$ cat config.mk
export PLATFORM = sky130hd
export DESIGN_NAME = fetch_sequencer_flat
export DESIGN_NICKNAME = d
export VERILOG_FILES = /design/src/rtl/fetch_sequencer_if.sv /design/src/rtl/fetch_sequencer.sv /design/src/flat_wrapper.sv
export SDC_FILE = /design/constraint.sdc
export NUM_CORES = 1
export LEC_CHECK = 0
export ABC_AREA = 1
export BUFFER_PORTS_ARGS = -buffer_cell sky130_fd_sc_hd__buf_4
export CAP_MARGIN = 20
export CORE_AREA = 2 2 142 130
export DETAILED_ROUTE_END_ITERATION = 10
export DIE_AREA = 0 0 144 132
export HOLD_SLACK_MARGIN = 0.02
export PLACE_DENSITY = 0.8
export SETUP_SLACK_MARGIN = 0.1
export SLEW_MARGIN = 5
export SYNTH_ARGS = -nofsm -noshare
export SYNTH_HDL_FRONTEND = slang
export SYNTH_SLANG_ARGS = --single-unit
$ cat constraint.sdc
create_clock -name clk -period 3.7 [get_ports clk]
set_clock_uncertainty 0.2 [all_clocks]
set_input_delay 0.925 -clock clk [delete_from_list [all_inputs] [get_ports clk]]
set_output_delay 0.925 -clock clk [all_outputs]
set_load 0.005 [all_outputs]
$ cat src/rtl/fetch_sequencer_if.sv
// Fetch sequencer bus bundle: hazard/branch control, instruction-memory
// handshake and IF/ID pipeline register outputs.
// Modports:
//   master - environment side: drives stall, branch and memory read data.
//   slave  - fetch_sequencer side: drives memory address/squash, IF/ID and status.
// Signals:
//   stall_i, branch_taken_i, branch_target_i : pipeline control into fetch
//   imem_addr_o, imem_branch_taken_o         : request to instruction memory
//   imem_rdata_i                             : same-cycle word from memory
//   ifid_instr_o, ifid_pc_o, ifid_pcplus4_o,
//   ifid_valid_o                             : IF/ID pipeline register
//   halted_o, fault_o, fetch_count_o         : fetch status
interface fetch_sequencer_if #(
    parameter int unsigned ADDRESSWIDTH = 32
) ();
    logic                    stall_i;
    logic                    branch_taken_i;
    logic [ADDRESSWIDTH-1:0] branch_target_i;
    logic [ADDRESSWIDTH-1:0] imem_addr_o;
    logic                    imem_branch_taken_o;
    logic [31:0]             imem_rdata_i;
    logic [31:0]             ifid_instr_o;
    logic [ADDRESSWIDTH-1:0] ifid_pc_o;
    logic [ADDRESSWIDTH-1:0] ifid_pcplus4_o;
    logic                    ifid_valid_o;
    logic                    halted_o;
    logic                    fault_o;
    logic [31:0]             fetch_count_o;

    modport master (
        output stall_i, branch_taken_i, branch_target_i, imem_rdata_i,
        input  imem_addr_o, imem_branch_taken_o, ifid_instr_o, ifid_pc_o,
               ifid_pcplus4_o, ifid_valid_o, halted_o, fault_o, fetch_count_o
    );

    modport slave (
        input  stall_i, branch_taken_i, branch_target_i, imem_rdata_i,
        output imem_addr_o, imem_branch_taken_o, ifid_instr_o, ifid_pc_o,
               ifid_pcplus4_o, ifid_valid_o, halted_o, fault_o, fetch_count_o
    );
endinterface

$ cat src/rtl/fetch_sequencer.sv
// Instruction-fetch controller for the 5-stage MIPS-lite pipeline.
// Owns the PC, drives the combinational instruction memory, registers the
// fetched word into IF/ID, and handles stalls, branch redirects (one bubble),
// HALT detection and fetch faults (bad branch target or top-of-memory wrap).
// Ports:
//   clk   - pipeline clock, rising edge
//   rst_n - asynchronous active-low reset
//   bus   - fetch_sequencer_if.slave (control in, memory handshake, IF/ID, status)
module fetch_sequencer #(
    parameter int unsigned           ADDRESSWIDTH = 32,
    parameter int unsigned           MEM_BYTES    = 4096,
    parameter logic [ADDRESSWIDTH-1:0] RESET_PC   = '0,
    parameter logic [5:0]            HALT_OPCODE  = 6'h11,
    parameter logic [31:0]           NOP_WORD     = 32'h0000_0000
) (
    input logic            clk,
    input logic            rst_n,
    fetch_sequencer_if.slave bus
);

    typedef enum logic [1:0] {StRun, StHalted, StFault} state_e;

    // Highest legal fetch address, one bit wider so pc+4 cannot wrap in the compare.
    localparam logic [ADDRESSWIDTH:0] LastPc = (ADDRESSWIDTH+1)'(MEM_BYTES - 4);

    state_e                  state_q, state_d;
    logic [ADDRESSWIDTH-1:0] pc_q, pc_d;
    logic [31:0]             instr_q, instr_d;
    logic [ADDRESSWIDTH-1:0] ipc_q, ipc_d;
    logic [ADDRESSWIDTH-1:0] ipc4_q, ipc4_d;
    logic                    valid_q, valid_d;
    logic [31:0]             count_q, count_d;

    logic [ADDRESSWIDTH:0]   pc_plus4_ext;
    logic                    target_bad;
    logic                    is_halt;

    assign pc_plus4_ext = {1'b0, pc_q} + (ADDRESSWIDTH+1)'(4);
    assign target_bad   = (bus.branch_target_i[1:0] != 2'b00) ||
                          ({1'b0, bus.branch_target_i} > LastPc);
    assign is_halt      = (bus.imem_rdata_i[31:26] == HALT_OPCODE);

    // State and datapath registers.
    always_ff @(posedge clk or negedge rst_n) begin
        if (!rst_n) begin
            state_q <= StRun;
            pc_q    <= RESET_PC;
            instr_q <= NOP_WORD;
            ipc_q   <= '0;
            ipc4_q  <= '0;
            valid_q <= 1'b0;
            count_q <= '0;
        end else begin
            state_q <= state_d;
            pc_q    <= pc_d;
            instr_q <= instr_d;
            ipc_q   <= ipc_d;
            ipc4_q  <= ipc4_d;
            valid_q <= valid_d;
            count_q <= count_d;
        end
    end

    // Next-state logic.
    always_comb begin
        state_d = state_q;
        pc_d    = pc_q;
        instr_d = instr_q;
        ipc_d   = ipc_q;
        ipc4_d  = ipc4_q;
        valid_d = valid_q;
        count_d = count_q;

        unique case (state_q)
            StRun, StHalted: begin
                if (bus.branch_taken_i) begin
                    // A redirect voids any speculative HALT; the squashed word is never latched.
                    instr_d = NOP_WORD;
                    ipc_d   = '0;
                    ipc4_d  = '0;
                    valid_d = 1'b0;
                    if (target_bad) begin
                        state_d = StFault;
                    end else begin
                        state_d = StRun;
                        pc_d    = bus.branch_target_i;
                    end
                end else if (bus.stall_i) begin
                    // Hold everything.
                end else if (state_q == StRun) begin
                    instr_d = bus.imem_rdata_i;
                    ipc_d   = pc_q;
                    ipc4_d  = pc_plus4_ext[ADDRESSWIDTH-1:0];
                    valid_d = 1'b1;
                    count_d = (count_q == 32'hFFFF_FFFF) ? count_q : count_q + 32'd1;
                    if (is_halt) begin
                        state_d = StHalted;
                    end else if (pc_plus4_ext > LastPc) begin
                        state_d = StFault;
                    end else begin
                        pc_d = pc_plus4_ext[ADDRESSWIDTH-1:0];
                    end
                end else begin
                    instr_d = NOP_WORD;
                    ipc_d   = '0;
                    ipc4_d  = '0;
                    valid_d = 1'b0;
                end
            end
            StFault: begin
                // Terminal: branches ignored, bubbles unless stalled.
                if (!bus.stall_i) begin
                    instr_d = NOP_WORD;
                    ipc_d   = '0;
                    ipc4_d  = '0;
                    valid_d = 1'b0;
                end
            end
            default: begin
                state_d = StFault;
            end
        endcase
    end

    // Outputs.
    always_comb begin
        bus.imem_addr_o         = pc_q;
        bus.imem_branch_taken_o = bus.branch_taken_i;
        bus.ifid_instr_o        = instr_q;
        bus.ifid_pc_o           = ipc_q;
        bus.ifid_pcplus4_o      = ipc4_q;
        bus.ifid_valid_o        = valid_q;
        bus.halted_o            = (state_q == StHalted);
        bus.fault_o             = (state_q == StFault);
        bus.fetch_count_o       = count_q;
    end

endmodule

$ cat src/flat_wrapper.sv
// flat-port wrapper written by rule: the top's interface ports become plain ports
module fetch_sequencer_flat 
#(
    parameter int unsigned           ADDRESSWIDTH = 32,
    parameter int unsigned           MEM_BYTES    = 4096,
    parameter logic [ADDRESSWIDTH-1:0] RESET_PC   = '0,
    parameter logic [5:0]            HALT_OPCODE  = 6'h11,
    parameter logic [31:0]           NOP_WORD     = 32'h0000_0000
)
  (clk, rst_n, bus_stall_i, bus_branch_taken_i, bus_branch_target_i, bus_imem_rdata_i, bus_imem_addr_o, bus_imem_branch_taken_o, bus_ifid_instr_o, bus_ifid_pc_o, bus_ifid_pcplus4_o, bus_ifid_valid_o, bus_halted_o, bus_fault_o, bus_fetch_count_o);
  fetch_sequencer_if #(.ADDRESSWIDTH(ADDRESSWIDTH)) bus_i ();
  input logic clk;
  input logic rst_n;
  input wire logic [$bits(bus_i.stall_i)-1:0] bus_stall_i;
  input wire logic [$bits(bus_i.branch_taken_i)-1:0] bus_branch_taken_i;
  input wire logic [$bits(bus_i.branch_target_i)-1:0] bus_branch_target_i;
  input wire logic [$bits(bus_i.imem_rdata_i)-1:0] bus_imem_rdata_i;
  output wire logic [$bits(bus_i.imem_addr_o)-1:0] bus_imem_addr_o;
  output wire logic [$bits(bus_i.imem_branch_taken_o)-1:0] bus_imem_branch_taken_o;
  output wire logic [$bits(bus_i.ifid_instr_o)-1:0] bus_ifid_instr_o;
  output wire logic [$bits(bus_i.ifid_pc_o)-1:0] bus_ifid_pc_o;
  output wire logic [$bits(bus_i.ifid_pcplus4_o)-1:0] bus_ifid_pcplus4_o;
  output wire logic [$bits(bus_i.ifid_valid_o)-1:0] bus_ifid_valid_o;
  output wire logic [$bits(bus_i.halted_o)-1:0] bus_halted_o;
  output wire logic [$bits(bus_i.fault_o)-1:0] bus_fault_o;
  output wire logic [$bits(bus_i.fetch_count_o)-1:0] bus_fetch_count_o;
  assign bus_i.stall_i = bus_stall_i;
  assign bus_i.branch_taken_i = bus_branch_taken_i;
  assign bus_i.branch_target_i = bus_branch_target_i;
  assign bus_i.imem_rdata_i = bus_imem_rdata_i;
  assign bus_imem_addr_o = bus_i.imem_addr_o;
  assign bus_imem_branch_taken_o = bus_i.imem_branch_taken_o;
  assign bus_ifid_instr_o = bus_i.ifid_instr_o;
  assign bus_ifid_pc_o = bus_i.ifid_pc_o;
  assign bus_ifid_pcplus4_o = bus_i.ifid_pcplus4_o;
  assign bus_ifid_valid_o = bus_i.ifid_valid_o;
  assign bus_halted_o = bus_i.halted_o;
  assign bus_fault_o = bus_i.fault_o;
  assign bus_fetch_count_o = bus_i.fetch_count_o;
  fetch_sequencer #(.ADDRESSWIDTH(ADDRESSWIDTH), .MEM_BYTES(MEM_BYTES), .RESET_PC(RESET_PC), .HALT_OPCODE(HALT_OPCODE), .NOP_WORD(NOP_WORD)) u_core (.clk(clk), .rst_n(rst_n), .bus(bus_i));
endmodule
==> results_dict.tcl <==
set metrics [dict create \
    status "finished clean" \
    synth_cell_types 30 \
    synth_ff_type "dfrtp_1" \
    dp.cells 1345 \
    drt-initial-drc-count 698 \
    arrival_ns 3.23 \
    p_per_area_nw_per_um2 371.9 \
    dp_hpwl_mm 17.29 \
    grt_max_degree 97 \
    r2r_cells 14 \
    layout_min_cycle_time_ns 3.086 \
    synthCells 903 \
    yosysSeqAreaShare_pct 52.03 \
    cp_cell_sequence "nand2_1 > nor2_2 > nand2_1 > nor2_2 > xor2_1 > nand2_1 > nor2_1 > nand2_1 > nand2_1 > nor2_2 > nand3_2 > nand2_4 > buf_4 > a21oi_1" \
    start_util_pct 44.40 \
    holdCritPathClass "flop to flop" \
    required_ns 3.84 \
    drive_gt1_share_pct 26.56 \
    cts_resized 0 \
    met2_usage_pct 39.26 \
    io_pins 232 \
    grt_busiest_layer "met2" \
    post-route-period-util_pct 83.41 \
    track_usage_pct 25.91 \
    clockBufferDepth 2 \
    drc_errors 0 \
    vias_per_cell 5.391 \
    p_total_mw 3.856 \
    ys_top_cells_by_area "dfrtp_1 52%, nand2_1 11%, nand3_1 7.2%" \
    r2r-start "u_core.bus.imem_addr_o[4]$_DFFE_PN0P_" \
    final-hold-violation-count 0 \
    crit_start "u_core.bus.imem_addr_o[4]$_DFFE_PN0P_" \
    tns_ns 0 \
    avgRoutedWirePerCell_um 17.64 \
    tightest_slew_ns 0.7751 \
    critPathMaxStageDelay_ns 0.59 \
    synth_area_leader_cell "dfrtp_1" \
    avgSynthCellArea_um2 8.576 \
    syn_nets 974 \
    floorplan.rows 46 \
    leakage_nw 5.467 \
    clk_latency_ns 0.42 \
    postRouteWirelength_mm 24.30 \
    crit_fanout 30 \
    timing.rr.end "u_core.bus.imem_addr_o[19]$_DFFE_PN0P_" \
    antennaDiodeCount 0 \
    grt_pass1_vias 7144 \
    htree_levels 4 \
    grt_pass1_wl_mm 38.44 \
    cap_violations 0 \
    crit_type "flop to flop" \
    numClockSinks 161 \
    cts_tree "yes" \
    core-area_um2 17440 \
    fmax_mhz 324.0 \
    setup_violations 0 \
    crit_path_end_kind "flop" \
    synthesis.area_um2 7744 \
    cts_setup_buffers 0 \
    port_buffers 231 \
    async_reset_ff_share_pct 100.0 \
    cp-start-kind "flop" \
    nets 1195 \
    final_util_pct 59.45 \
    path_clk_slew_ns 0.07 \
    synth.yosys.warnings 0 \
    rsz0062_at_grt "false" \
    slew_viol_final 0 \
    gp_congestion 0.9444 \
    rrSetupSlack_ns 0.61 \
    die_h_um 132 \
    root_buffer "clkbuf_16" \
    synth_common_cells "220 x nand2_1, 161 x dfrtp_1, 111 x nand3_1, 82 x nor2_1, 73 x inv_1" \
    cpMaxStageDelayCell "dfrtp_1" \
    synth_top_area_share_pct 52.03 \
    final_antenna_net_count 0 \
    final_cells 1377 \
    globalRouteOverflowTotal 0 \
    synth-edff-count 0 \
    antenna_found_initial 0 \
    syn2layout_area_growth_pct 33.88 \
    grt_use_met1_pct 36.19 \
    dr.pass1.iters 5 \
    numCtsBuffers 17 \
    die-area_um2 19010 \
    peakVddDrop_uv 319.6 \
    dr_total_vias 7424 \
    ys_seq_elements 161 \
    grt_use_met3_pct 7.519 \
    critPathMostFrequentCell "nand2_1" \
    slew_headroom_pct 48.33 \
    crit_end "u_core.bus.imem_addr_o[19]$_DFFE_PN0P_" \
    synth_most_common_cell "nand2_1" \
    holdBufCountCts 0 \
    die_w_um 144 \
]
-- routing by layer --
metal  vias to the layer above  wire length (µm)  part of all wire, %
li1                       3462                 -                    -
met1                      3552             10420                   43
met2                       363             11210                   46
met3                        47              2133                  8.8
met4                         0               527                  2.2
met5                         -                 0                    0
-- layout make-up --
class                           count  area (µm²)
Clock inverter                     13       206.4
Clock buffer                       19       442.9
Sequential cell                   161        4029
Timing Repair Buffer              246        1876
Inverter                           77       289.0
Fill cell                        1570        7072
Multi-Input combinational cell    621        3224
Tap cell                          240       300.3
-- placed cells by master (no fill, tap or decap), types with 12 or more instances in the layout --
| cell type | instances |
|---|---|
| nor4_1 | 12 |
| buf_4 | 243 |
| clkbuf_16 | 17 |
| a21oi_1 | 22 |
| inv_1 | 73 |
| a32o_1 | 47 |
| nand2_1 | 220 |
| dfrtp_1 | 161 |
| xnor2_1 | 13 |
| nor2_2 | 14 |
| nor2_1 | 81 |
| nand3_1 | 111 |
| o21ai_0 | 39 |
| xor2_1 | 23 |
-- state kept, by name, indices dropped and copies added, names as in the netlist --
name	count
u_core.bus.ifid_valid_o	1
u_core.bus.ifid_pcplus4_o	32
u_core.bus.ifid_pc_o	30
u_core.bus.imem_addr_o	32
u_core.state_q	2
u_core.bus.fetch_count_o	32
u_core.bus.ifid_instr_o	32
-- worst min-delay path by stage --
stage | endpoint | cells past startpoint | slack [ns] | startpoint
floorplan | u_core.bus.fetch_count_o[31]$_DFFE_PN0P_ | 1 | 0.28 | u_core.bus.fetch_count_o[31]$_DFFE_PN0P_
global placement | u_core.bus.ifid_valid_o$_DFFE_PN0P_ | 2 | 0.29 | u_core.bus.ifid_valid_o$_DFFE_PN0P_
detailed placement | u_core.bus.ifid_valid_o$_DFFE_PN0P_ | 2 | 0.30 | u_core.bus.ifid_valid_o$_DFFE_PN0P_
CTS | u_core.bus.ifid_valid_o$_DFFE_PN0P_ | 2 | 0.31 | u_core.bus.ifid_valid_o$_DFFE_PN0P_
global route | u_core.bus.ifid_pc_o[15]$_DFFE_PN0P_ | 2 | 0.33 | u_core.bus.ifid_pc_o[15]$_DFFE_PN0P_
finish | u_core.bus.ifid_pc_o[25]$_DFFE_PN0P_ | 2 | 0.31 | u_core.bus.ifid_pc_o[25]$_DFFE_PN0P_
-- logic make-up after synthesis --
family                     count (synthesis)  share of synthesized area, %
adders and majority gates                  3                        0.4848
DFF                                      161                         52.03
buffers and inverters                    121                         6.512
xor gates and xnor gates                  36                         4.072
AOI/OAI and AO/OA                        112                         10.31
and+or+nand+nor                          470                         26.60
-- per-stage QoR --
stage / setup slack [ns] / instance area (µm²) / hold slack [ns]
floorplan: 0.9705 / 7744 / 0.2849
global placement: 0.6239 / 9718 / 0.2898
detailed placement: 0.5283 / 9718 / 0.2967
CTS: 0.6642 / 10370 / 0.3132
global route: 0.3353 / 10370 / 0.3339
finish: 0.6139 / 10370 / 0.3069
-- critical path: cells and delay by family, from the launching register on --
family | cells | cell delay, ns
simple gates | 11 | 1.48
flops | 1 | 0.59
xor+xnor | 1 | 0.34
buf+inv | 1 | 0.25
compound gates | 1 | 0.14
-- power breakdown --
part	switching (mW)	leakage [nW]	internal, mW
Sequential	0.00000000281	2.12	1.76
Clock	0.741	0.314	1.22
Combinational	0.0800	3.03	0.0569
Note: power is estimated with default switching activity, not from simulation.
